### src/rtl/rdc_pkg.sv
// Shared constants and helpers for the reduction-CNN output blocks:
// fixed-point defaults, a ceil-log2 for port widths, the argmax tree
// level sizing and the signed-score to unsigned-confidence conversion.
package rdc_pkg;

  localparam int RDC_INT_BITW  = 5;   // integer bits incl. sign
  localparam int RDC_FRAC_BITW = 8;   // fractional bits
  localparam int RDC_UNITS     = 12;  // classes / input units

  // Ceil log2, never below 1 so it can always size a port.
  function automatic int log2_ceil(input int value);
    int result;
    result = 1;
    while ((1 << result) < value) result++;
    return result;
  endfunction

  // Number of surviving candidates after `level` pairwise tree levels.
  function automatic int level_count(input int units, input int level);
    int n;
    n = units;
    for (int l = 0; l < level; l++) n = (n + 1) / 2;
    return n;
  endfunction

  // Signed fixed-point score to saturated unsigned confidence.
  // Negative scores clamp to 0; otherwise the fraction is rounded
  // (half up) down to uint_bitw bits and saturated at all ones.
  function automatic logic [31:0] score_to_uint(input int s,
                                                input int frac_bitw,
                                                input int uint_bitw);
    int r;
    if (s < 0) begin
      r = 0;
    end else if (frac_bitw == uint_bitw) begin
      r = s;
    end else begin
      r = ((s >>> (frac_bitw - uint_bitw - 1)) + 1) >>> 1;
    end
    if (r >= (1 << uint_bitw)) r = (1 << uint_bitw) - 1;
    return r;
  endfunction

endpackage

### src/rtl/argmax_stage.sv
// One level of the argmax reduction tree: N {index,score} candidates in,
// ceil(N/2) registered winners out. Scores compare signed; on a tie the
// left (lower-index) candidate wins. An unpaired last candidate passes
// through unchanged, still registered so every path has equal latency.
module argmax_stage #(
  parameter  int N  = 12,
  parameter  int CW = 4,
  parameter  int SW = 13,
  localparam int M  = (N + 1) / 2
) (
  input  logic                 clock,
  input  logic                 n_rst,
  input  logic [N-1:0][CW-1:0] idx_i,
  input  logic [N-1:0][SW-1:0] score_i,
  output logic [M-1:0][CW-1:0] idx_o,
  output logic [M-1:0][SW-1:0] score_o
);

  logic [M-1:0][CW-1:0] idx_d, idx_q;
  logic [M-1:0][SW-1:0] score_d, score_q;

  for (genvar m = 0; m < M; m++) begin : g_out
    if (2 * m + 1 < N) begin : g_pair
      logic b_wins;
      // Strictly greater, so equal scores keep the lower index.
      assign b_wins     = $signed(score_i[2*m+1]) > $signed(score_i[2*m]);
      assign idx_d[m]   = b_wins ? idx_i[2*m+1]   : idx_i[2*m];
      assign score_d[m] = b_wins ? score_i[2*m+1] : score_i[2*m];
    end else begin : g_single
      assign idx_d[m]   = idx_i[2*m];
      assign score_d[m] = score_i[2*m];
    end
  end

  // Register this level's winners.
  always_ff @(posedge clock or negedge n_rst) begin
    if (!n_rst) begin
      idx_q   <= '0;
      score_q <= '0;
    end else begin
      // NOTE: sequential state uses <= so every flop samples pre-edge values.
      idx_q   <= idx_d;
      score_q <= score_d;
    end
  end

  assign idx_o   = idx_q;
  assign score_o = score_q;

endmodule

### src/rtl/rdc_delay.sv
// Fixed-depth, resettable delay line used to carry side-band fields
// (valid, coordinates) alongside a pipeline of matching latency.
module rdc_delay #(
  parameter int WIDTH = 1,
  parameter int DEPTH = 1
) (
  input  logic             clock,
  input  logic             n_rst,
  input  logic [WIDTH-1:0] d_i,
  output logic [WIDTH-1:0] q_o
);

  logic [DEPTH-1:0][WIDTH-1:0] shift_d, shift_q;

  // Shift one position per clock, new sample enters at slot 0.
  always_comb begin
    shift_d[0] = d_i;
    for (int i = 1; i < DEPTH; i++) shift_d[i] = shift_q[i-1];
  end

  // Delay-line registers; cleared so no stale valid escapes after reset.
  always_ff @(posedge clock or negedge n_rst) begin
    if (!n_rst) shift_q <= '0;
    else        shift_q <= shift_d;
  end

  assign q_o = shift_q[DEPTH-1];

endmodule

### src/rtl/seg_argmax.sv
// Per-pixel segmentation decision for the reduction CNN output stream:
// pipelined signed argmax over UNITS scores, winning score converted to a
// saturated unsigned confidence, coordinates carried alongside, and a
// per-class pixel histogram snapshotted at every frame end.
module seg_argmax
  import rdc_pkg::*;
#(
  parameter  int W_HEIGHT  = -1,
  parameter  int W_WIDTH   = -1,
  parameter  int UINT_BITW = 8,
  parameter  int UNITS     = RDC_UNITS,
  parameter  int INT_BITW  = RDC_INT_BITW,
  parameter  int FRAC_BITW = RDC_FRAC_BITW,
  // Frame dims must be overridden; clamp the defaults so widths stay legal.
  localparam int H_EFF     = (W_HEIGHT > 1) ? W_HEIGHT : 2,
  localparam int W_EFF     = (W_WIDTH > 1) ? W_WIDTH : 2,
  localparam int VW        = log2_ceil(H_EFF),
  localparam int HW        = log2_ceil(W_EFF),
  localparam int CW        = log2_ceil(UNITS),
  localparam int SW        = INT_BITW + FRAC_BITW,
  localparam int HCW       = log2_ceil(H_EFF * W_EFF + 1)
) (
  input  logic                  clock,
  input  logic                  n_rst,
  input  logic                  in_enable,
  input  logic [0:SW*UNITS-1]   in_y,
  input  logic [VW-1:0]         in_vcnt,
  input  logic [HW-1:0]         in_hcnt,
  output logic                  out_enable,
  output logic [CW-1:0]         out_class,
  output logic [UINT_BITW-1:0]  out_conf,
  output logic [VW-1:0]         out_vcnt,
  output logic [HW-1:0]         out_hcnt,
  output logic                  hist_done,
  input  logic [CW-1:0]         hist_sel,
  output logic [HCW-1:0]        hist_count
);

  localparam int LV      = log2_ceil(UNITS);
  localparam int LATENCY = LV + 2;

  // ---------------------------------------------------------------------
  // Stage 0: register the raw scores. Unit k sits at slice k, MSB first.
  // ---------------------------------------------------------------------
  logic [UNITS-1:0][SW-1:0] score0_d, score0_q;
  logic [UNITS-1:0][CW-1:0] idx0;

  // Unpack the flat input vector and tag each unit with its index.
  always_comb begin
    for (int k = 0; k < UNITS; k++) begin
      score0_d[k] = in_y[k*SW +: SW];
      idx0[k]     = CW'(k);
    end
  end

  // Input score register.
  always_ff @(posedge clock or negedge n_rst) begin
    if (!n_rst) score0_q <= '0;
    else        score0_q <= score0_d;
  end

  // ---------------------------------------------------------------------
  // Reduction tree: LV registered levels down to a single winner.
  // ---------------------------------------------------------------------
  for (genvar l = 0; l < LV; l++) begin : g_lvl
    localparam int NI = level_count(UNITS, l);
    localparam int NO = level_count(UNITS, l + 1);

    logic [NI-1:0][CW-1:0] idx_in;
    logic [NI-1:0][SW-1:0] score_in;
    logic [NO-1:0][CW-1:0] idx_out;
    logic [NO-1:0][SW-1:0] score_out;

    if (l == 0) begin : g_src_in
      assign idx_in   = idx0;
      assign score_in = score0_q;
    end else begin : g_src_prev
      assign idx_in   = g_lvl[l-1].idx_out;
      assign score_in = g_lvl[l-1].score_out;
    end

    argmax_stage #(
      .N  (NI),
      .CW (CW),
      .SW (SW)
    ) u_stage (
      .clock   (clock),
      .n_rst   (n_rst),
      .idx_i   (idx_in),
      .score_i (score_in),
      .idx_o   (idx_out),
      .score_o (score_out)
    );
  end

  // ---------------------------------------------------------------------
  // Final stage: register class and converted confidence.
  // ---------------------------------------------------------------------
  logic [CW-1:0]        win_idx;
  logic signed [SW-1:0] win_score;
  logic [CW-1:0]        class_d, class_q;
  logic [UINT_BITW-1:0] conf_d, conf_q;

  assign win_idx   = g_lvl[LV-1].idx_out[0];
  assign win_score = g_lvl[LV-1].score_out[0];

  // Convert the winning score to unsigned confidence.
  always_comb begin
    class_d = win_idx;
    conf_d  = UINT_BITW'(score_to_uint(int'(win_score), FRAC_BITW, UINT_BITW));
  end

  // Output class/confidence register.
  always_ff @(posedge clock or negedge n_rst) begin
    if (!n_rst) begin
      class_q <= '0;
      conf_q  <= '0;
    end else begin
      class_q <= class_d;
      conf_q  <= conf_d;
    end
  end

  assign out_class = class_q;
  assign out_conf  = conf_q;

  // Valid and coordinates ride a delay line matched to the datapath.
  logic [VW+HW:0] side_in, side_out;

  assign side_in = {in_enable, in_vcnt, in_hcnt};

  rdc_delay #(
    .WIDTH (VW + HW + 1),
    .DEPTH (LATENCY)
  ) u_side_dly (
    .clock (clock),
    .n_rst (n_rst),
    .d_i   (side_in),
    .q_o   (side_out)
  );

  assign out_enable = side_out[VW+HW];
  assign out_vcnt   = side_out[HW +: VW];
  assign out_hcnt   = side_out[HW-1:0];

  // ---------------------------------------------------------------------
  // Histogram: running per-class counts, snapshot at frame end.
  // ---------------------------------------------------------------------
  logic                      frame_end;
  logic [UNITS-1:0]          hit;
  logic [UNITS-1:0][HCW-1:0] running_d, running_q;
  logic [UNITS-1:0][HCW-1:0] snapshot_d, snapshot_q;
  logic                      hist_done_d, hist_done_q;
  logic [HCW-1:0]            hist_count_d, hist_count_q;

  assign frame_end = out_enable
                   && (out_vcnt == VW'(H_EFF - 1))
                   && (out_hcnt == HW'(W_EFF - 1));

  // One-hot of the class receiving the current output pixel.
  always_comb begin
    for (int u = 0; u < UNITS; u++) hit[u] = out_enable && (out_class == CW'(u));
  end

  // Count pixels; at frame end fold the last pixel into the snapshot and
  // restart the running counts from zero.
  always_comb begin
    // NOTE: every output gets a default first, so no path infers a latch.
    running_d   = running_q;
    snapshot_d  = snapshot_q;
    hist_done_d = 1'b0;
    for (int u = 0; u < UNITS; u++) begin
      if (frame_end) begin
        snapshot_d[u] = running_q[u] + HCW'(hit[u]);
        running_d[u]  = '0;
      end else begin
        running_d[u]  = running_q[u] + HCW'(hit[u]);
      end
    end
    if (frame_end) hist_done_d = 1'b1;
  end

  // Snapshot read mux; out-of-range selects read zero.
  always_comb begin
    hist_count_d = '0;
    if (int'(hist_sel) < UNITS) hist_count_d = snapshot_q[hist_sel];
  end

  // Histogram state registers.
  always_ff @(posedge clock or negedge n_rst) begin
    if (!n_rst) begin
      // NOTE: these counter banks are flops, not RAM, and must read zero
      // after reset, so they are cleared here like any other state.
      running_q    <= '0;
      snapshot_q   <= '0;
      hist_done_q  <= 1'b0;
      hist_count_q <= '0;
    end else begin
      running_q    <= running_d;
      snapshot_q   <= snapshot_d;
      hist_done_q  <= hist_done_d;
      hist_count_q <= hist_count_d;
    end
  end

  assign hist_done  = hist_done_q;
  assign hist_count = hist_count_q;

endmodule

### config.mk
export PLATFORM = sky130hd
export DESIGN_NAME = seg_argmax
export DESIGN_NICKNAME = d
export VERILOG_FILES = /design/src/rtl/rdc_pkg.sv /design/src/rtl/argmax_stage.sv /design/src/rtl/rdc_delay.sv /design/src/rtl/seg_argmax.sv
export SDC_FILE = /design/constraint.sdc
export NUM_CORES = 1
export LEC_CHECK = 0
export BUFFER_PORTS_ARGS = -buffer_cell sky130_fd_sc_hd__buf_2
export CORE_ASPECT_RATIO = 1.2
export CORE_MARGIN = 2
export CORE_UTILIZATION = 48
export DETAILED_ROUTE_END_ITERATION = 12
export MAX_ROUTING_LAYER = met4
export PLACE_DENSITY = 0.65
export SLEW_MARGIN = 25
export SYNTH_ARGS = -nofsm -noshare
export SYNTH_HDL_FRONTEND = slang
export SYNTH_SLANG_ARGS = --single-unit
### constraint.sdc
create_clock -name clock -period 7.55 [get_ports clock]
set_clock_uncertainty 0.15 [all_clocks]
set_input_delay 1.51 -clock clock [delete_from_list [all_inputs] [get_ports clock]]
set_output_delay 1.51 -clock clock [all_outputs]
set_load 0.03 [all_outputs]
# After elaboration in Yosys (flattened, before gate mapping)
# Cells that the tools add are included.
# classes
n_lt_le_gt_ge	15
eq_ne	11
mux	40
add_sub_neg	12
n_reduce_logical	15
# op_table
operator	n
$gt 13x13->1	11
$mux 13	11
$mux 3	14
$add 3x1->3	12
$ge 32x10->1 const B	1
$mux 32	1
$mux 4	5
$eq 4x3->1 const B	4
$eq 4x4->1 const B	4
$logic_and 1x1->1	14
$lt 13x1->1 const B	1
$bmux 3 s4	1
$eq 4x2->1 const B	2
$mux 8	1
$mux 1	7
$lt 4x5->1 const B	1
$eq 4x1->1 const B	1
$logic_not 4->1	1
$lt 4x4->1 const B	1
# word_totals
register_bits	466
wordCells	163

# Logic depth before layout (Yosys ltp)
# depth
word_depth	4
ltp_mapped	11
ltp_nobuf	8

# Hierarchy
# A second synthesis with hierarchy kept.
# hier_totals
hier_cells	1940
hier_area_um2	21958.6
# by_module_without_submodules
module	n_inst	area_per_inst_um2	cells_per_inst
seg_argmax	1	7618.6	488
argmax_stage at g_lvl[0].u_stage	1	6781.5	699
argmax_stage at g_lvl[1].u_stage	1	3499.6	340
argmax_stage at g_lvl[2].u_stage	1	2016.9	206
argmax_stage at g_lvl[3].u_stage	1	1591.5	189
rdc_delay	1	450.4	18

# Worst setup path after synthesis
# Ideal clock, no wire load.
# synth_timing
path_type	input to register
from	input hist_sel[0]
to	register hist_count_q[0] (netlist: hist_count[0])
arrival_ns	2.722
slack_ns	4.552
setup_time_ns	0.126
path_buffers	1
t_required_ns	7.274
cell_stages	4
cell_sequence	clkbuf_1 mux4_2 mux2i_1 o21ai_0
# synth_via
elab_chain_len	3
# synth_rtl
item	line	rtl
from (decl)	seg_argmax.sv:35	input logic [CW-1:0] hist_sel,
$bmux 3 s4	seg_argmax.sv:186	if (int'(hist_sel) < UNITS) hist_count_d = snapshot_q[hist_sel];
$mux 3 (implied by the code)	seg_argmax.sv:186	
$mux 3 *	seg_argmax.sv:186	
net hist_count_d[0]	seg_argmax.sv:154	logic [HCW-1:0] hist_count_d, hist_count_q;
to (signal assigned)	seg_argmax.sv:202	hist_count_q <= hist_count_d;
to (decl)	seg_argmax.sv:154	
# The timed path passes the listed nets; every way through them passes the cells marked *. The select of a mux whose other input is x is not followed.
# A chain may end at the register's enable or synchronous reset.

==> flow_metrics.tcl <==
set metrics [dict create \
    status "completed" \
    antenna_found_initial 0 \
    power.internal_w 0.004863 \
    antenna_cells 0 \
    design.die.area_um2 42030 \
    p_seq_share_pct 44.1 \
    crit_path_end_kind "register" \
    worstPathCellList "inv_1, ha_1, buf_4, nand4_1, nor2_1, nand4_1, and2_2, a311o_1" \
    wl_per_cell_um 16.11 \
    portBuffers 183 \
    design_area_um2 22290 \
    powerDensity_nw_per_um2 311.2 \
    hold_ws_ns 0.1922 \
    cts_tree "done" \
    dpl.hpwl_um 26950 \
    synth-seq-cells 443 \
    grt_usage_pct 19.26 \
    synth_most_common_cell "dfrtp_1" \
    cts_root_buffer "clkbuf_16" \
    async_flop_share_pct 100.0 \
    post_dp_cell_area_um2 20850 \
    cp.arrival_ns 3.96 \
    cts-htree-levels 2 \
    slowest_delay_ns 0.63 \
    pwr-share-clk_pct 30.8 \
    path_class "reg -> reg" \
    crit_fanout 24 \
    startpoint_type "register" \
    tightest_slew_ns 0.9171 \
    grt_pass1_vias 12656 \
    final.setup.tns_ns 0 \
    combPwrFrac_pct 25.1 \
    clockBufferDepth 3 \
    cts_resized 0 \
    fp.dieH_um 224.2 \
    clk_pin_slew_ns 0.06 \
    slew_violations 0 \
    viasPerCell 5.155 \
    hold_viol_final 0 \
    synth.net_count 1924 \
    grt.overflow.total 0 \
    synth_seq_area_share_pct 57.17 \
    hold_buffers 0 \
    synthTopCellsByCount "dfrtp_1, ha_1, inv_1" \
    grt_pass1_wl_um 63010 \
    synth.area.top_cells "dfrtp_1, ha_1, mux2_2" \
    drtIter0Drc 467 \
    synth_area_per_cell_um2 12.18 \
    maxCapViolCount 0 \
    ios 184 \
    synthToLayoutAreaGrowth_pct 14.92 \
    clk_latency_ns 0.58 \
    row_count 80 \
    start_util_pct 48.67 \
    core_um2 39840 \
    vias 12079 \
    switching_share_pct 29.87 \
    drc_errors 0 \
    synth_top_area_share_pct 57.17 \
    cts_buffers 45 \
    post-route-util_pct 55.94 \
    syn_inst 1592 \
    finalCriticalPeriod_ns 3.657 \
    drive_gt1_share_pct 23.43 \
    required_ns 7.85 \
    yosys.area.top_type "dfrtp_1" \
    die_w_um 187.5 \
    fmax_mhz 273.4 \
    cellLeakagePower_nw 11.04 \
    gp_congestion 0.8406 \
    crit_top_cell "nand4_1" \
    cts_setup_buffers 0 \
    rsz0062_at_grt "no" \
    cts_sinks 443 \
    peakVddDrop_uv 174.3 \
    slowest_stage "ha_1" \
    drt_pre_antenna_iters 4 \
    multi_input_area_um2 7460 \
    relSlewSlack_pct 38.06 \
    fillCellCount 3412 \
    yosysUniqueCellTypes 71 \
    yosys_most_used_dff "dfrtp_1" \
    fin_crit_sh_pct 48.44 \
    grt_max_degree 171 \
    hp-class "reg -> reg" \
    regArea_um2 11090 \
    fin_nets 2111 \
    drtAntennaViolNets 0 \
    setup-violations-final 0 \
    total_power_w 0.006934 \
    p_switching_w 0.002072 \
    wl_um 37740 \
    synth-edff-count 0 \
    yosys_warnings 0 \
    syn_area_um2 19390 \
]
==> worst max-delay path, delay by kind of cell (launching register included) <==
kind                     cells  cell delay [ns]
buffers and inverters        2             0.43
AND/OR/NAND/NOR              4             1.57
adder cells (fa/ha/maj)      1             0.63
flip-flops                   1             0.37
AO/OA/AOI/OAI                1             0.38
==> power groups by stage <==
stage / logic, W / clock network [W] / registers (W)
2_1_floorplan: 0.00130 / 0 / 0.00305
3_3_place_gp: 0.00170 / 0 / 0.00309
3_5_place_dp: 0.00175 / 0 / 0.00310
4_1_cts: 0.00176 / 0.00221 / 0.00306
5_1_grt: 0.00196 / 0.00231 / 0.00310
6_report: 0.00174 / 0.00213 / 0.00306
==> metrics by stage <==
stage          instances  setup slack (ns)
6_report            2343             3.893
5_1_grt             2343             3.689
4_1_cts             2343             3.941
3_5_place_dp        2265             3.959
3_3_place_gp        2265             4.019
2_1_floorplan       1592             4.552
==> registers in the layout, indices dropped and copies added (netlist names) <==
register / count
g_lvl.u_stage.score_o: 156
hist_count: 3
g_lvl.score_in: 156
snapshot_q: 36
g_lvl.u_stage.idx_o: 25
running_q: 36
hist_done: 1
out_conf: 8
u_side_dly.shift_d: 15
u_side_dly.q_o: 3
out_class: 4
==> path summary, 6_finish.rpt <==
kind / endpoint / from / slack (ns) / cells past startpoint
worst max-delay path: g_lvl[0].u_stage.score_o[3]$_DFF_PN0_ / g_lvl[0].score_in[12]$_DFF_PN0_ / 3.89 / 8
worst min-delay path: out_class[0]$_DFF_PN0_ / g_lvl[3].u_stage.idx_o[0]$_DFF_PN0_ / 0.19 / 0
worst max register to register: g_lvl[0].u_stage.score_o[3]$_DFF_PN0_ / g_lvl[0].score_in[12]$_DFF_PN0_ / 3.89 / 8
worst min register to register: out_class[0]$_DFF_PN0_ / g_lvl[3].u_stage.idx_o[0]$_DFF_PN0_ / 0.19 / 0
max in group asynchronous: g_lvl[0].score_in[43]$_DFF_PN0_ / n_rst / 4.98 / 2
min in group asynchronous: hist_done$_DFF_PN0_ / n_rst / 0.84 / 1
==> area by class of cell <==
cell class | count | area share, %
clock buffer | 60 | 5.805
multi-input combinational | 932 | 33.47
inverter | 162 | 2.729
sequential | 443 | 49.74
timing repair buffer | 195 | 4.632
clock inverter | 18 | 0.6232
tap | 533 | 2.993
==> per-layer routing <==
metal,vias to the layer above,global-route usage [%],routed length [um]
met2,196,32.53,19160
met4,0,7.518,1198
met5,-,-,0
li1,5910,-,-
met3,74,2.945,1310
met1,5899,23.42,16070
==> placed cells by master (no fill, tap or decap), types with 10 or more instances in the layout <==
cell type,count
nand2_1,127
a21o_1,23
buf_4,10
mux2_2,101
inv_1,161
o21ai_0,41
o31ai_1,12
o221a_2,13
clkbuf_16,46
a31oi_1,11
nand4_1,28
mux2i_1,17
or2_2,15
nand3_1,56
nand3b_1,27
clkinv_2,11
and2_1,26
dfrtp_1,443
nand4b_1,12
buf_2,182
nor2_1,58
a311o_1,13
a21oi_1,42
xnor2_1,14
a2bb2oi_1,14
ha_1,167
==> cells by family (layout without fill, tap and decap cells) <==
group / after synthesis / count (layout) / share of synthesized area, %
flops: 443 / 443 / 57.17
buf+inv: 217 / 435 / 4.426
compound gates: 222 / 222 / 8.459
other cells: 1 / 1 / 0.01934
simple gates: 399 / 399 / 10.61
xor+xnor: 14 / 14 / 0.6324
fa+ha+maj: 167 / 167 / 10.78
mux: 129 / 129 / 7.904
Note: power is estimated with default switching activity, not from simulation.
